**src/rtl/vga_timing_gen.sv**
```systemverilog
// 640x480@60 Hz raster timing generator.
// A clock divider produces the pixel strobe; horizontal and vertical counters
// advance on that strobe. Every output is registered and updated on the same
// edge as the counters, so downstream address generators see clean values.
module vga_timing_gen #(
   parameter int CLK_DIV  = 4,
   parameter int H_ACTIVE = 640,
   parameter int H_FP     = 16,
   parameter int H_SYNC   = 96,
   parameter int H_BP     = 48,
   parameter int V_ACTIVE = 480,
   parameter int V_FP     = 10,
   parameter int V_SYNC   = 2,
   parameter int V_BP     = 33,
   parameter int SYNC_POL = 0
) (
   input  logic       clk,
   input  logic       rst,
   output logic       pclk_en,
   output logic [9:0] h_cnt,
   output logic [9:0] v_cnt,
   output logic       valid,
   output logic       hsync,
   output logic       vsync,
   output logic       line_start,
   output logic       frame_start,
   output logic [7:0] frame_cnt
);

   localparam int H_TOTAL = H_ACTIVE + H_FP + H_SYNC + H_BP;
   localparam int V_TOTAL = V_ACTIVE + V_FP + V_SYNC + V_BP;

   localparam logic [3:0] DIV_LAST     = 4'(CLK_DIV - 1);
   localparam logic [9:0] H_LAST       = 10'(H_TOTAL - 1);
   localparam logic [9:0] V_LAST       = 10'(V_TOTAL - 1);
   localparam logic [9:0] H_FP_START   = 10'(H_ACTIVE);
   localparam logic [9:0] H_SYNC_START = 10'(H_ACTIVE + H_FP);
   localparam logic [9:0] H_BP_START   = 10'(H_ACTIVE + H_FP + H_SYNC);
   localparam logic [9:0] V_ACT_END    = 10'(V_ACTIVE);
   localparam logic [9:0] V_SYNC_START = 10'(V_ACTIVE + V_FP);
   localparam logic [9:0] V_SYNC_END   = 10'(V_ACTIVE + V_FP + V_SYNC);
   localparam logic       SYNC_ON      = 1'(SYNC_POL);
   localparam logic       SYNC_OFF     = ~SYNC_ON;

   typedef enum logic [1:0] {
      H_ACT   = 2'd0,
      H_FRONT = 2'd1,
      H_SYN   = 2'd2,
      H_BACK  = 2'd3
   } h_state_t;

   logic [3:0] div_cnt_r;
   logic       tick_s;
   logic [9:0] h_nxt_s;
   logic [9:0] v_nxt_s;
   logic       h_zero_s;
   logic       frame_zero_s;
   h_state_t   h_state_r;
   h_state_t   h_state_nxt_s;

   // The last divider phase is the edge on which a new pixel begins.
   assign tick_s = (div_cnt_r == DIV_LAST);

   // Pixel-clock divider: free-running count 0..CLK_DIV-1.
   always_ff @(posedge clk or posedge rst) begin
      if (rst) begin
         div_cnt_r <= 4'd0;
      end else if (tick_s) begin
         div_cnt_r <= 4'd0;
      end else begin
         div_cnt_r <= div_cnt_r + 4'd1;
      end
   end

   // Counter values the raster moves to on the next pixel strobe.
   always_comb begin
      h_nxt_s = h_cnt;
      v_nxt_s = v_cnt;
      if (h_cnt == H_LAST) begin
         h_nxt_s = 10'd0;
         if (v_cnt == V_LAST) begin
            v_nxt_s = 10'd0;
         end else begin
            v_nxt_s = v_cnt + 10'd1;
         end
      end else begin
         h_nxt_s = h_cnt + 10'd1;
         v_nxt_s = v_cnt;
      end
   end

   assign h_zero_s     = (h_nxt_s == 10'd0);
   assign frame_zero_s = h_zero_s && (v_nxt_s == 10'd0);

   // Horizontal region next-state, keyed on the position being entered.
   always_comb begin
      h_state_nxt_s = h_state_r;
      case (h_state_r)
         H_ACT: begin
            if (h_nxt_s == H_FP_START) h_state_nxt_s = H_FRONT;
            else                       h_state_nxt_s = H_ACT;
         end
         H_FRONT: begin
            if (h_nxt_s == H_SYNC_START) h_state_nxt_s = H_SYN;
            else                         h_state_nxt_s = H_FRONT;
         end
         H_SYN: begin
            if (h_nxt_s == H_BP_START) h_state_nxt_s = H_BACK;
            else                       h_state_nxt_s = H_SYN;
         end
         H_BACK: begin
            if (h_zero_s) h_state_nxt_s = H_ACT;
            else          h_state_nxt_s = H_BACK;
         end
         default: h_state_nxt_s = H_BACK;
      endcase
   end

   // Horizontal region register, advancing only on the pixel strobe.
   always_ff @(posedge clk or posedge rst) begin
      if (rst) begin
         h_state_r <= H_BACK;
      end else if (tick_s) begin
         h_state_r <= h_state_nxt_s;
      end else begin
         h_state_r <= h_state_r;
      end
   end

   // Counters and all decoded outputs, registered together on the strobe.
   always_ff @(posedge clk or posedge rst) begin
      if (rst) begin
         pclk_en     <= 1'b0;
         h_cnt       <= H_LAST;
         v_cnt       <= V_LAST;
         valid       <= 1'b0;
         hsync       <= SYNC_OFF;
         vsync       <= SYNC_OFF;
         line_start  <= 1'b0;
         frame_start <= 1'b0;
         frame_cnt   <= 8'd0;
      end else begin
         pclk_en <= tick_s;
         if (tick_s) begin
            h_cnt       <= h_nxt_s;
            v_cnt       <= v_nxt_s;
            valid       <= (h_nxt_s < H_FP_START) && (v_nxt_s < V_ACT_END);
            hsync       <= (h_state_nxt_s == H_SYN) ? SYNC_ON : SYNC_OFF;
            vsync       <= ((v_nxt_s >= V_SYNC_START) && (v_nxt_s < V_SYNC_END))
                           ? SYNC_ON : SYNC_OFF;
            line_start  <= h_zero_s;
            frame_start <= frame_zero_s;
            if (frame_zero_s) begin
               frame_cnt <= frame_cnt + 8'd1;
            end else begin
               frame_cnt <= frame_cnt;
            end
         end else begin
            h_cnt       <= h_cnt;
            v_cnt       <= v_cnt;
            valid       <= valid;
            hsync       <= hsync;
            vsync       <= vsync;
            line_start  <= 1'b0;
            frame_start <= 1'b0;
            frame_cnt   <= frame_cnt;
         end
      end
   end

endmodule

```
**config.mk**
```make
export PLATFORM = sky130hd
export DESIGN_NAME = vga_timing_gen
export DESIGN_NICKNAME = d
export VERILOG_FILES = /design/src/rtl/vga_timing_gen.sv
export SDC_FILE = /design/constraint.sdc
export NUM_CORES = 1
export LEC_CHECK = 0
export CAP_MARGIN = 25
export CORE_AREA = 2 2 70 72
export DETAILED_ROUTE_END_ITERATION = 10
export DIE_AREA = 0 0 72 74
export PLACE_DENSITY = 0.78
export SLEW_MARGIN = 10
export SYNTH_ARGS = -nofsm -noshare
export SYNTH_HDL_FRONTEND = slang
export SYNTH_SLANG_ARGS = --single-unit
```
**constraint.sdc**
```tcl
create_clock -name clk -period 4.23 [get_ports clk]
set_clock_uncertainty 0.2 [all_clocks]
set_input_delay 0.846 -clock clk [delete_from_list [all_inputs] [get_ports clk]]
set_output_delay 0.846 -clock clk [all_outputs]
set_load 0.02 [all_outputs]
```
==> summary.txt, run 1 <==
DRC: 0
FF+latch count, synth: 40
Post-layout instance area: 2910 um2
Crit Path Class: reg2reg
1st-pass router iterations: 4
Ant diodes: 0
Flop2flop setup slack: 0.67 ns
Vias in the first global route: 1938
CTS max path bufs: 2
Required @ worst endpoint: 4.23 ns
Crit-path cells: ha_1 > nand4_4 > or4_4 > o32ai_1 > o211ai_1 > or4_1 > nor3_2 > xor2_1
Post-synth EDFFs: 0
Fin Setup TNS: 0 ns
GRT Residual Overflow: 0
Row cnt: 25
Gpl congestion: 0.883
Later-pin clock latency in the skew report: 0.28 ns
Worst path bufs/invs: 0
Mapped Nets: 273
Slew Viols, Final: 0
Fin nets: 306
Initial core utilization: 52.6%
Hold WC Path Type: reg2reg
Die width: 72 um
Syn_area_per_cell: 9.13 um2
CP max FO: 12
CTS tree: done
Pwr dens: 239 nW/um2
Critical-path top delay cell: or4_4
CP delay by family, top: simple AND/OR/NAND/NOR gates
Core region area: 4600 um2
Syn Inst Count: 265
Via count: 2125
Cell Area, Synth: 2420 um2
Worst Tran Pin Value: 0.668 ns
Count of input and output buffers: 35
Max Freq: 0.281 GHz
Post-DP HPWL: 3870 um
Final Hold Fails: 0
Layout cell share with drive strength beyond 1: 13.0%
YS warnings: 0
Post-CTS setup buffers: 0
Count of final setup violators: 0
Peak supply drop: 0.000169 V
Ports: 36
Hold Slack: 0.264 ns
Slew HR: 55.3%
Placed instance area: 2800 um2
Drt wl/cell: 15.2 um
Worst setup EP type: flip-flop
Leak pwr: 1.14 nW
Outcome: finished clean
CTS buffer count: 5
Share of the synthesized area in the top cell type: 26.9%
CTS clk-pin slew, worst paths: 0.08 ns
Vias/cell: 6.02
Ranking of synthesized cells by area: dfrtp_1 (27%), dfstp_2 (15%), nand2_1 (5.0%)
H-tree Lvls: 2
Post-CTS resize count: 0
Async SR Flop Fraction: 100%
Maximum capacitance violations: 0
# hold bufs at CTS: 0
Area Overhead vs Synth: 20.1%
Gr usage total: 21.9%
Initial antenna violation count: 0
First-pass GRT wire length: 9160 um
Worst Setup Start Kind: flip-flop
Cell taking the most area after synthesis: dfrtp_1
Die Ht: 74 um
Fin crit period: 3.56 ns
Routed WL: 5350 um
Period utilisation layout: 84.1%
Largest net degree at the start of global routing: 41
Most used DFF post-synth: dfrtp_1
Die area: 5330 um2
Worst path max stage delay: 0.61 ns
Synth unique cells: 50
CTS root buffer: clkbuf_8
CP arrival: 3.56 ns
Register area share after synthesis: 42.1%
Fill cells: 395
DRT antenna net count: 0
DRT iter0 DRCs: 180
RSZ-0062 raised after global routing: false
Clock sinks: 40
## sequential cells by signal, indices dropped and copies added, names as in the netlist
register	count
h_state_r	2
v_cnt	10
pclk_en	1
h_cnt	10
vsync	1
valid	1
div_cnt_r	4
line_start	1
frame_cnt	8
hsync	1
frame_start	1
## cell families after synthesis
family	after synthesis	synth area share, %
mux	3	1.29
fa+ha+maj	6	3.10
compound gates	54	14.5
xor+xnor	21	7.60
flops	40	42.1
buf+inv	23	4.40
simple gates	118	27.0
## cells in the final DEF (no fill, tap or decap), types with 3 or more instances in the layout
cell and n:
and3_1 3, nor2_1 20, clkbuf_8 5, inv_1 10, or2_2 3, nand3_1 17, and2_1 5, dfrtp_1 26
and4_1 4, o21ai_0 18, nor4_1 4, xnor2_1 13, o31ai_1 6, nor3_1 4, o211ai_1 4, xor2_1 8
ha_1 6, a211oi_1 4, nand4_1 9, dfstp_2 14, nand2_1 32, buf_4 4, a21oi_1 9, clkdlybuf4s50_1 35
## metrics by stage
stage / total power (W) / setup slack [ns] / utilization [%] / instances
global placement: 0.000399 / 0.876 / 60.9 / 345
floorplan: 0.000395 / 0.865 / - / 265
global route: 0.000717 / 0.514 / 63.2 / 353
CTS: 0.000702 / 0.673 / 63.2 / 353
finish: 0.000694 / 0.671 / 63.2 / 353
detailed placement: 0.000399 / 0.690 / 60.9 / 345
## worst paths after layout
kind                       cells after the start                   start                        to
min reg2reg                                    1  div_cnt_r[0]$_DFF_PP0_    div_cnt_r[0]$_DFF_PP0_
min                                            1  div_cnt_r[0]$_DFF_PP0_    div_cnt_r[0]$_DFF_PP0_
max in group asynchronous                      3                     rst      h_cnt[1]$_DFFE_PP1P_
max                                            8    h_cnt[0]$_DFFE_PP1P_  frame_cnt[6]$_DFFE_PP0P_
max reg2reg                                    8    h_cnt[0]$_DFFE_PP1P_  frame_cnt[6]$_DFFE_PP0P_
min in group asynchronous                      3                     rst         valid$_DFFE_PP0P_
## power breakdown
part	total, W	internal [W]	switching, W
registers	0.000383	0.000383	0
logic	0.00000868	0.00000148	0.00000720
clock network	0.000303	0.000175	0.000128
total	0.000694	0.000559	0.000135
## area by class of cell
class	instances	area (um2)	area share, %
timing repair buffer	39	380	13.1
tap	54	67.6	2.32
clock inverter	2	35.0	1.21
multi-input combinational	202	1290	44.6
inverter	10	37.5	1.29
clock buffer	6	72.6	2.50
sequential	40	1020	35.0
## metal layers
layer | part of all wire, % | global-route usage [%]
met1 | 47 | 30.1
met2 | 48 | 36.1
met3 | 4.5 | 3.39
met4 | 1.1 | 7.13
met5 | 0 | 0
## synth_stat cells, drive strengths merged, types with 2 or more instances
cell type,number
clkbuf,7
a31oi,2
nand2,32
nor3b,2
inv,10
nor3,6
buf,6
xnor2,13
a221oi,2
and4,5
a21oi,9
or4,3
dfrtp,26
ha,6
nand3,17
or2,4
dfstp,14
and3,4
nand4,10
o31ai,6
o32ai,2
nor4,6
nor2,20
a211oi,4
mux2i,2
and2,6
o211ai,4
xor2,8
o21ai,18
(Power assumes the default switching activity.)
==> run 2: changes to the inputs <==
==> constraint.sdc (replaced) <==
create_clock -name clk -period 3.46 [get_ports clk]
set_clock_uncertainty 0.2 [all_clocks]
set_input_delay 0.692 -clock clk [delete_from_list [all_inputs] [get_ports clk]]
set_output_delay 0.692 -clock clk [all_outputs]
set_load 0.02 [all_outputs]
==> summary.txt, run 2 (same netlist as run 1, synthesis figures left out) <==
CTS buffer count: 5 (unchanged)
Fin nets: 309 (+0.98%)
Max Freq: 0.309 GHz (+10%)
Register Area: 1020 um2 (unchanged)
Via count: 2099 (-1.2%)
Die area: 5330 um2 (unchanged)
Multi-input logic area: 1300 um2 (+0.29%)
CP arrival: 3.25 ns (-0.31 ns)
Gr usage total: 22.4% (+0.41 points)
Core region area: 4600 um2 (unchanged)
Slew HR: 67.3% (+12 points)
Fin crit period: 3.23 ns (-0.325 ns)
Drt wl/cell: 15.5 um (+2.0%)
Layout cell share with drive strength beyond 1: 14.2% (+1.2 points)
CTS root buffer: clkbuf_8
Routed WL: 5500 um (+2.8%)
Clock sinks: 40 (unchanged)
Final Hold Fails: 0 (unchanged)
Ports: 36 (unchanged)
CTS tree: done
CTS max path bufs: 2 (unchanged)
Post-DP HPWL: 3980 um (+2.8%)
Worst Tran Pin Value: 0.488 ns (-0.180 ns)
Worst setup EP type: flip-flop
Fin Setup TNS: 0 ns (unchanged)
1st-pass router iterations: 4 (unchanged)
CTS clk-pin slew, worst paths: 0.07 ns (about the same)
Vias/cell: 5.90 (-2.1%)
Area Overhead vs Synth: 21.2%
DRC: 0 (unchanged)
Later-pin clock latency in the skew report: 0.29 ns (about the same)
H-tree Lvls: 2 (unchanged)
Initial core utilization: 52.6% (unchanged)
Fin cells: 356 (+0.85%)
DRT iter0 DRCs: 148 (-18%)
Period utilisation layout: 93.5% (+9.3 points)
Fill cells: 392 (-0.76%)
Crit Path Class: reg2reg
Count of input and output buffers: 35 (unchanged)
Reg2reg end: frame_cnt[3]$_DFFE_PP0P_
RSZ-0062 raised after global routing: false
Count of final setup violators: 0 (unchanged)
Initial antenna violation count: 0 (unchanged)
Row cnt: 25 (unchanged)
Vias in the first global route: 1906 (-1.7%)
Required @ worst endpoint: 3.47 ns (-0.76 ns)
CP endpoint: frame_cnt[3]$_DFFE_PP0P_
CP max FO: 12 (unchanged)
DRT antenna net count: 0 (unchanged)
Worst Setup SP: h_cnt[0]$_DFFE_PP1P_
Placed cell count: 348 (+0.87%)
Worst Setup Start Kind: flip-flop
Maximum capacitance violations: 0 (unchanged)
Ant diodes: 0 (unchanged)
Outcome: finished clean
Die width: 72 um (unchanged)
Reg2Reg Launch Point: h_cnt[0]$_DFFE_PP1P_
Die Ht: 74 um (unchanged)
Gpl congestion: 0.843 (-4.6%)
Commonest non-fill, non-tap cell in the layout: clkdlybuf4s50_1
Leak pwr: 1.16 nW (+1.4%)
Largest regs: h_cnt: 10 flops, v_cnt: 10 flops, frame_cnt: 8 flops
Largest net degree at the start of global routing: 41 (unchanged)
Pwr dens: 289 nW/um2 (+21%)
Peak supply drop: 0.000174 V (+2.8%)
Flop2flop setup slack: 0.23 ns (-0.44 ns)
Reg2Reg Depth: 8 (unchanged)
GRT Residual Overflow: 0 (unchanged)
First-pass GRT wire length: 9320 um (+1.8%)
Slew Viols, Final: 0 (unchanged)
Commonest cells after routing, fill and taps aside: clkdlybuf4s50_1 (35), nand2_1 (32), dfrtp_1 (26)
Post-CTS setup buffers: 0 (unchanged)
Hold WC Path Type: reg2reg
run 2: cell types whose count changed in the layout (fill, tap and decap cells not counted):
cell	delta
or4_1	-1
buf_4	+3
or4_4	+1
run 2: final cells by class:
type / instances / share of cell area, %
clock inverters: 2 / 1.19
flip-flops and latches: 40 / 34.7
clock buffers: 6 / 2.47
inverters: 10 / 1.28
well taps: 54 / 2.30
repair buffers: 42 / 13.7
multi-input cells: 202 / 44.3
run 2: where the power goes:
part           internal, W  switching [W]
clock network     0.000214       0.000157
logic           0.00000180     0.00000861
registers         0.000468              0
run 2: repair_timing:
| item | in CTS | in global routing |
|---|---|---|
| setup endpoints to repair | 0 | 5 |
| gates resized for setup | 0 | 1 |
| hold buffers | 0 | 0 |
| hold endpoints to repair | 0 | 0 |
run 2: layer usage:
metal,vias up,global-route usage [%],share of wire [%]
met5,-,0,0
met4,0,6.29,1.7
met3,9,3.66,5.2
met1,1001,31.7,46
li1,1026,-,-
met2,63,35.9,47
run 2: worst max-delay path, stage by stage, from the launching register on:
cell and delay [ns]:
dfstp_2 0.59, ha_1 0.23, nand4_4 0.18, or4_4 0.61
a221oi_1 0.25, o32ai_1 0.16, or4_4 0.58, nor2_1 0.19
xor2_1 0.17
run 2: stage by stage:
step           hold WS, ns  total power (W)  area, um2  setup slack (ns)  utilization (%)
2_1_floorplan        0.233         0.000483       2420            0.0946                -
3_3_place_gp         0.256         0.000488       2820             0.204             61.4
3_5_place_dp         0.269         0.000488       2820             0.119             61.4
4_1_cts              0.279         0.000858       2930            0.0943             63.7
5_1_grt              0.291         0.000874       2930            0.0329             63.8
6_report             0.267         0.000849       2930             0.226             63.8
run 2: how the worst min path moves through the flow:
| stage | start | endpoint | cells past startpoint |
|---|---|---|---|
| after CTS | frame_cnt[7]$_DFFE_PP0P_ | frame_cnt[7]$_DFFE_PP0P_ | 1 |
| after floorplan | div_cnt_r[0]$_DFF_PP0_ | div_cnt_r[0]$_DFF_PP0_ | 1 |
| after global placement | frame_cnt[7]$_DFFE_PP0P_ | frame_cnt[7]$_DFFE_PP0P_ | 1 |
| final | frame_cnt[7]$_DFFE_PP0P_ | frame_cnt[7]$_DFFE_PP0P_ | 1 |
| after detailed placement | frame_cnt[7]$_DFFE_PP0P_ | frame_cnt[7]$_DFFE_PP0P_ | 1 |
| after global routing | frame_cnt[7]$_DFFE_PP0P_ | frame_cnt[7]$_DFFE_PP0P_ | 1 |
==> run 3: changes to the inputs <==
--- a/config.mk
+++ b/config.mk
@@ -10,6 +10,7 @@
 export DETAILED_ROUTE_END_ITERATION = 10
 export DIE_AREA = 0 0 72 74
 export PLACE_DENSITY = 0.78
+export SKIP_LAST_GASP = 1
 export SLEW_MARGIN = 10
 export SYNTH_ARGS = -nofsm -noshare
 export SYNTH_HDL_FRONTEND = slang
==> results of run 3 <==
Same layout as run 2: the final DEF is identical, and so are final timing and power.
